File: src/rtl/mem_arb_pkg.sv
// -----------------------------------------------------------------------------
// mem_arb_pkg
// Shared types and constants for the unified-memory arbiter.
//   state_e : arbiter FSM states (ARB = normal arbitration, LOCK = debug only)
//   owner_e : owner of an outstanding read
//   MEMOP_* : MemOp encodings shared with the memory (size / sign)
// -----------------------------------------------------------------------------
package mem_arb_pkg;

  typedef enum logic {
    ARB  = 1'b0,
    LOCK = 1'b1
  } state_e;

  typedef enum logic [1:0] {
    OWN_NONE = 2'd0,
    OWN_CPU  = 2'd1,
    OWN_DBG  = 2'd2
  } owner_e;

  localparam logic [2:0] MEMOP_B  = 3'b000;  // signed byte
  localparam logic [2:0] MEMOP_H  = 3'b001;  // signed half
  localparam logic [2:0] MEMOP_W  = 3'b010;  // word
  localparam logic [2:0] MEMOP_BU = 3'b100;  // unsigned byte
  localparam logic [2:0] MEMOP_HU = 3'b101;  // unsigned half

  // Bits needed to hold the values 0..max inclusive.
  function automatic int unsigned cnt_width(input int unsigned max);
    return (max < 1) ? 1 : $clog2(max + 1);
  endfunction

endpackage

File: src/rtl/mem_arb_starve_ctr.sv
// -----------------------------------------------------------------------------
// mem_arb_starve_ctr
// Saturating counter of how long the debug port has been denied.
// Ports:
//   clk, rst : clock, synchronous active-high reset
//   inc      : count up one (holds at MAX)
//   clr      : clear to zero (wins over inc)
//   at_max   : counter has reached MAX
// -----------------------------------------------------------------------------
module mem_arb_starve_ctr
  import mem_arb_pkg::*;
#(
  parameter int unsigned MAX = 4,
  parameter int unsigned W   = cnt_width(MAX)
) (
  input  logic clk,
  input  logic rst,
  input  logic inc,
  input  logic clr,
  output logic at_max
);

  localparam logic [W-1:0] MAX_V = W'(MAX);

  logic [W-1:0] cnt;

  // NOTE: clocked state uses non-blocking assignments so every flop samples
  // pre-edge values regardless of block ordering.
  always_ff @(posedge clk) begin
    if (rst) begin
      cnt <= '0;
    end else if (clr) begin
      cnt <= '0;
    end else if (inc && (cnt != MAX_V)) begin
      cnt <= cnt + 1'b1;
    end
  end

  assign at_max = (cnt == MAX_V);

endmodule

File: src/rtl/mem_arbiter.sv
// -----------------------------------------------------------------------------
// mem_arbiter
// Arbitrates the unified instruction/data memory between the CPU port and a
// debug/loader port. Single-beat accesses; CPU wins by default, debug wins
// after MAX_WAIT denied cycles of contention. dbg_lock puts the arbiter in a
// debug-only LOCK state.
//
// Ports:
//   clk, rst                         clock, synchronous active-high reset
//   cpu_req/we/memop/addrsrc/addr/wd CPU request and payload
//   cpu_gnt, cpu_rvalid, cpu_rdata   CPU grant and read return
//   dbg_req/we/memop/addr/wd         debug request and payload
//   dbg_lock                         request exclusive debug ownership
//   dbg_gnt, dbg_rvalid, dbg_rdata   debug grant and read return
//   mem_we/memop/addrsrc/addr/wd     to memory (zero when nothing granted)
//   mem_rd                           memory read data, one cycle after access
//   locked                           FSM is in LOCK
// Optional (define MEM_ARB_PERF_EN):
//   cpu_wait_cycles, dbg_wait_cycles cycles with req=1 and gnt=0
//   grant_count                      total grants
// -----------------------------------------------------------------------------
module mem_arbiter
  import mem_arb_pkg::*;
#(
  parameter int unsigned ADDR_W   = 32,
  parameter int unsigned DATA_W   = 32,
  parameter int unsigned MAX_WAIT = 4
) (
  input  logic              clk,
  input  logic              rst,
  input  logic              cpu_req,
  input  logic              cpu_we,
  input  logic [2:0]        cpu_memop,
  input  logic              cpu_addrsrc,
  input  logic [ADDR_W-1:0] cpu_addr,
  input  logic [DATA_W-1:0] cpu_wd,
  output logic              cpu_gnt,
  output logic              cpu_rvalid,
  output logic [DATA_W-1:0] cpu_rdata,
  input  logic              dbg_req,
  input  logic              dbg_we,
  input  logic [2:0]        dbg_memop,
  input  logic [ADDR_W-1:0] dbg_addr,
  input  logic [DATA_W-1:0] dbg_wd,
  input  logic              dbg_lock,
  output logic              dbg_gnt,
  output logic              dbg_rvalid,
  output logic [DATA_W-1:0] dbg_rdata,
  output logic              mem_we,
  output logic [2:0]        mem_memop,
  output logic              mem_addrsrc,
  output logic [ADDR_W-1:0] mem_addr,
  output logic [DATA_W-1:0] mem_wd,
  input  logic [DATA_W-1:0] mem_rd,
  output logic              locked
`ifdef MEM_ARB_PERF_EN
  ,
  output logic [31:0]       cpu_wait_cycles,
  output logic [31:0]       dbg_wait_cycles,
  output logic [31:0]       grant_count
`endif
);

  state_e            state, state_nxt;
  owner_e            rd_owner;
  logic              starve_max;
  logic [DATA_W-1:0] cpu_rdata_q, dbg_rdata_q;

  // ---------------------------------------------------------------------------
  // FSM state register
  // ---------------------------------------------------------------------------
  always_ff @(posedge clk) begin
    if (rst) state <= ARB;
    else     state <= state_nxt;
  end

  // Next state, grants and memory mux. Grants are suppressed during reset so
  // no access reaches memory in a reset cycle.
  always_comb begin
    // NOTE: every output of this block gets a default first, so no path
    // leaves a signal unassigned and no latch is inferred.
    state_nxt   = state;
    cpu_gnt     = 1'b0;
    dbg_gnt     = 1'b0;
    mem_we      = 1'b0;
    mem_memop   = '0;
    mem_addrsrc = 1'b0;
    mem_addr    = '0;
    mem_wd      = '0;

    unique case (state)
      ARB: begin
        if (dbg_lock) state_nxt = LOCK;
        if (!rst) begin
          if (cpu_req && dbg_req) begin
            dbg_gnt = starve_max;
            cpu_gnt = !starve_max;
          end else begin
            cpu_gnt = cpu_req;
            dbg_gnt = dbg_req;
          end
        end
      end
      LOCK: begin
        if (!dbg_lock) state_nxt = ARB;
        dbg_gnt = dbg_req && !rst;
      end
      default: state_nxt = ARB;
    endcase

    if (cpu_gnt) begin
      mem_we      = cpu_we;
      mem_memop   = cpu_memop;
      mem_addrsrc = cpu_addrsrc;
      mem_addr    = cpu_addr;
      mem_wd      = cpu_wd;
    end else if (dbg_gnt) begin
      mem_we      = dbg_we;
      mem_memop   = dbg_memop;
      mem_addrsrc = 1'b1;  // debug accesses always go through the data path
      mem_addr    = dbg_addr;
      mem_wd      = dbg_wd;
    end
  end

  assign locked = (state == LOCK);

  // ---------------------------------------------------------------------------
  // Debug starvation counter
  // ---------------------------------------------------------------------------
  mem_arb_starve_ctr #(
    .MAX (MAX_WAIT)
  ) u_starve (
    .clk    (clk),
    .rst    (rst),
    .inc    (dbg_req && !dbg_gnt),
    .clr    (dbg_gnt),
    .at_max (starve_max)
  );

  // ---------------------------------------------------------------------------
  // Read return: remember who issued a read so the data one cycle later is
  // steered to that port, independent of any state change in between.
  // ---------------------------------------------------------------------------
  always_ff @(posedge clk) begin
    if (rst)                    rd_owner <= OWN_NONE;
    else if (cpu_gnt && !cpu_we) rd_owner <= OWN_CPU;
    else if (dbg_gnt && !dbg_we) rd_owner <= OWN_DBG;
    else                        rd_owner <= OWN_NONE;
  end

  // A reset cycle swallows any read still in flight.
  assign cpu_rvalid = (rd_owner == OWN_CPU) && !rst;
  assign dbg_rvalid = (rd_owner == OWN_DBG) && !rst;

  // rdata passes mem_rd through while valid and otherwise holds the last
  // returned value.
  always_ff @(posedge clk) begin
    if (rst) begin
      cpu_rdata_q <= '0;
      dbg_rdata_q <= '0;
    end else begin
      if (cpu_rvalid) cpu_rdata_q <= mem_rd;
      if (dbg_rvalid) dbg_rdata_q <= mem_rd;
    end
  end

  assign cpu_rdata = cpu_rvalid ? mem_rd : cpu_rdata_q;
  assign dbg_rdata = dbg_rvalid ? mem_rd : dbg_rdata_q;

`ifdef MEM_ARB_PERF_EN
  // ---------------------------------------------------------------------------
  // Performance counters (wrap modulo 2^32)
  // ---------------------------------------------------------------------------
  always_ff @(posedge clk) begin
    if (rst) begin
      cpu_wait_cycles <= '0;
      dbg_wait_cycles <= '0;
      grant_count     <= '0;
    end else begin
      if (cpu_req && !cpu_gnt) cpu_wait_cycles <= cpu_wait_cycles + 32'd1;
      if (dbg_req && !dbg_gnt) dbg_wait_cycles <= dbg_wait_cycles + 32'd1;
      if (cpu_gnt || dbg_gnt)  grant_count     <= grant_count + 32'd1;
    end
  end
`endif

endmodule

File: config.mk
export PLATFORM = sky130hd
export DESIGN_NAME = mem_arbiter
export DESIGN_NICKNAME = d
export VERILOG_FILES = /design/src/rtl/mem_arb_pkg.sv /design/src/rtl/mem_arb_starve_ctr.sv /design/src/rtl/mem_arbiter.sv
export SDC_FILE = /design/constraint.sdc
export NUM_CORES = 1
export LEC_CHECK = 0
export ABC_CLOCK_PERIOD_IN_PS = 5900
export BUFFER_PORTS_ARGS = -buffer_cell sky130_fd_sc_hd__buf_4
export CAP_MARGIN = 20
export CORE_UTILIZATION = 25
export DETAILED_ROUTE_END_ITERATION = 10
export PLACE_DENSITY = 0.6
export REMOVE_ABC_BUFFERS = 1
export SLEW_MARGIN = 10
export SYNTH_ARGS = -nofsm -noshare
export SYNTH_HDL_FRONTEND = slang
export SYNTH_HIERARCHICAL = 1
export SYNTH_SLANG_ARGS = --single-unit
File: constraint.sdc
create_clock -name clk -period 5.9 [get_ports clk]
set_clock_uncertainty 0.15 [all_clocks]
set_input_delay 0.59 -clock clk [delete_from_list [all_inputs] [get_ports clk]]
set_output_delay 0.59 -clock clk [all_outputs]
set_load 0.02 [all_outputs]
==> results by group <==
Clocking
  • Cts bufs inserted: 9
  • H-Tree Level Count: 3
  • Post-CTS sizing: 0
  • Postcts setup bufs: 0
  • Clk pin slew, worst setup/hold paths: 0.06 ns
  • Clock buffer depth: 2
  • Clock Latency Late Sink: 0.33 ns
  • CTS tree: yes
  • Clk Tree Root Cell: clkbuf_16
  • Clk sink count: 70
  • CTS Hold Bufs: 0

Floorplanning
  • Effective utilization at floorplan: 25.6%
  • Die X: 135 microns
  • Core area: 0.0172 sq mm
  • Die Span Y: 135 microns
  • Top Ports: 312
  • # rows: 48
  • Die area: 0.0182 sq mm

STA
  • Fin. Hold Viols: 0
  • Final Max Slew Viols: 0
  • Period utilisation layout: 59.5%
  • Final Setup Violations: 0
  • Max_slew headroom: 33.3%
  • Slew at the pin closest to its max-slew limit: 0.999 ns
  • Unrepaired setup endpoints after global routing: no
  • Fmax: 285 MHz
  • Sum Neg Setup Slack: 0 ns
  • Minimum clock period: 3.51 ns

Worst hold path
  • Worst Hold Launch: cpu_we
  • Hold Path Class: in -> reg

Pwr
  • Worst vdd ir: 0.000133 V
  • Pwr/cell area: 197 mW/mm^2
  • Static leakage: 3.25 nW

Routing
  • Avg Vias per Cell: 4.55
  • WL final: 15,900 microns
  • ANT nets after route: 0
  • DRC violations left: 0
  • Drt wl/cell: 16.2 microns
  • Vias: 4,465
  • 1st-iter DRT viols: 161
  • 1st-pass router iterations: 4

Logic synthesis
  • Synth area leaders: dfxtp_1, mux2_4, a22o_1, nand2_1, a21oi_1
  • Most numerous cell in the Yosys netlist: nand2_1
  • YS warnings: 6
  • Count of state elements after synthesis: 70
  • Post-synth top cells: nand2_1, dfxtp_1, a22o_1
  • Dominant synthesized flop cell: dfxtp_1
  • Post-Syn Area: 0.00441 sq mm
  • Post-synthesis cell type count: 30
  • Synth top area share: 31.8%
  • Syn_area_per_cell: 9.38 sq um
  • Yosys top cell by area: dfxtp_1
  • Sequential area share after synthesis: 31.8%
  • Synth Instances: 470
  • Post-synth EDFFs: 0
  • Ys async rst share: 0%

Worst setup path
  • Worst Path Buf+Inv: 3
  • Critical path, cell by cell: inv_1, ha_1, and2_1, nor3b_2, nor2_4, buf_4, a22o_1, buf_4
  • Critical Path Fanout Max: 45
  • Most used cell, CP: buf_4
  • Largest stage delay, worst path: 0.78 ns
  • Worst EP arrival: 2.77 ns
  • Critical path's slowest cell: nor2_4
  • Reg2Reg Depth: 8
  • Levels on crit path: 8
  • Critical Path End Type: output port
  • CP startpoint kind: register
  • R2R Setup Slk: 3.33 ns
  • WP data required: 5.16 ns
  • Reg-to-Reg Start: u_starve/cnt[0]
  • Crit. Startpoint: u_starve/cnt[0]
  • CP endpoint: mem_addr[28]
  • CP top delay family: simple AND/OR/NAND/NOR gates
  • Setup Crit Path Kind: reg -> out
  • R2R Path End: u_starve/cnt[0]

Placed design
  • Placer congestion estimate: 0.801
  • Placed instance area: 0.00670 sq mm
  • Dpl hpwl: 11,900 microns
  • Port Buf Inserts: 311

Finish
  • Ant diodes: 0
  • Synth-to-Final Area Change: 58.1%
  • Fraction of layout cells with a size suffix above 1: 53.6%
  • Design Area, Final: 0.00697 sq mm
  • Nets: 930
  • Fill count: 1,768

Global routing
  • GR Util met2: 30.0%
  • Total GRT Usage: 16.8%
  • First-pass GRT wire length: 23,300 microns
  • GRT busiest layer: met2
  • Met3 Usage GRT: 5.59%
  • Antenna violations before repair: 0
  • Met1 Use GR: 18.9%
  • GRT Residual Overflow: 0
  • Vias in the first global route: 4,139
  • Largest net degree at the start of global routing: 71

Outcome
  • Status: complete, no violations

Run
  • Maxcap violations: 0
[layout make-up]
cell class,instances,area [sq um],area share [%]
Multi-Input combinational cell,354,2630,37.7
Timing Repair Buffer,317,2380,34.1
Sequential cell,70,1400,20.1
Tap cell,225,282,4.04
Clock buffer,13,270,3.88
Inverter,2,7.51,0.108
Clock inverter,1,5.00,0.0718
[power by group]
group / switching (mW) / internal (mW) / total (mW)
sequential: 0.00744 / 0.487 / 0.494
clock: 0.191 / 0.314 / 0.505
combinational: 0.180 / 0.192 / 0.371
total: 0.378 / 0.992 / 1.37
[stage by stage]
stage                     hold WS [ns]  util [%]  instances  worst slack (ns)  power, mW
final                            0.298      40.5        982              2.39       1.37
after global routing             0.292      40.5        982              2.19       1.43
after CTS                        0.289      40.5        982              2.37       1.39
after detailed placement         0.296      38.9        968              2.50      0.879
after global placement           0.292      38.9        968              2.52      0.876
after floorplan                  0.278         -        426              2.40      0.667
[flip-flops by register name, summed over array words and instances (netlist names)]
signal and flops:
locked 1, dbg_rdata_q 32, rd_owner 2, u_starve/cnt 3, cpu_rdata_q 32
[kinds of logic after synthesis]
family	after synthesis	share of synthesized area [%]
compound gates	135	21.3
mux	66	21.8
simple gates	151	15.7
flops	70	31.8
buf+inv	46	8.80
fa+ha+maj	2	0.567
[routing by layer]
| metal | vias to the layer above | wire length, microns |
|---|---|---|
| li1 | 2232 | - |
| met1 | 2033 | 6160 |
| met2 | 184 | 8260 |
| met3 | 16 | 1300 |
| met4 | 0 | 217 |
| met5 | - | 0 |
[worst min-delay path by stage]
stage | end | depth (start not counted)
after detailed placement | cpu_rdata_q[1] | 2
after CTS | rd_owner[0] | 2
after global placement | cpu_rdata_q[1] | 2
final | rd_owner[0] | 2
after global routing | rd_owner[1] | 2
after floorplan | cpu_rdata_q[0] | 2
[cells in the final DEF, fill, tap and decap left out, drive strengths merged, types with 4 or more instances in the layout]
cell,n
dfxtp,70
a22o,68
mux2,66
nor2b,4
nand2b,4
clkbuf,13
buf,317
nor3b,4
nand2,128
a21oi,65
No activity file was read; power rests on OpenSTA's default activity.
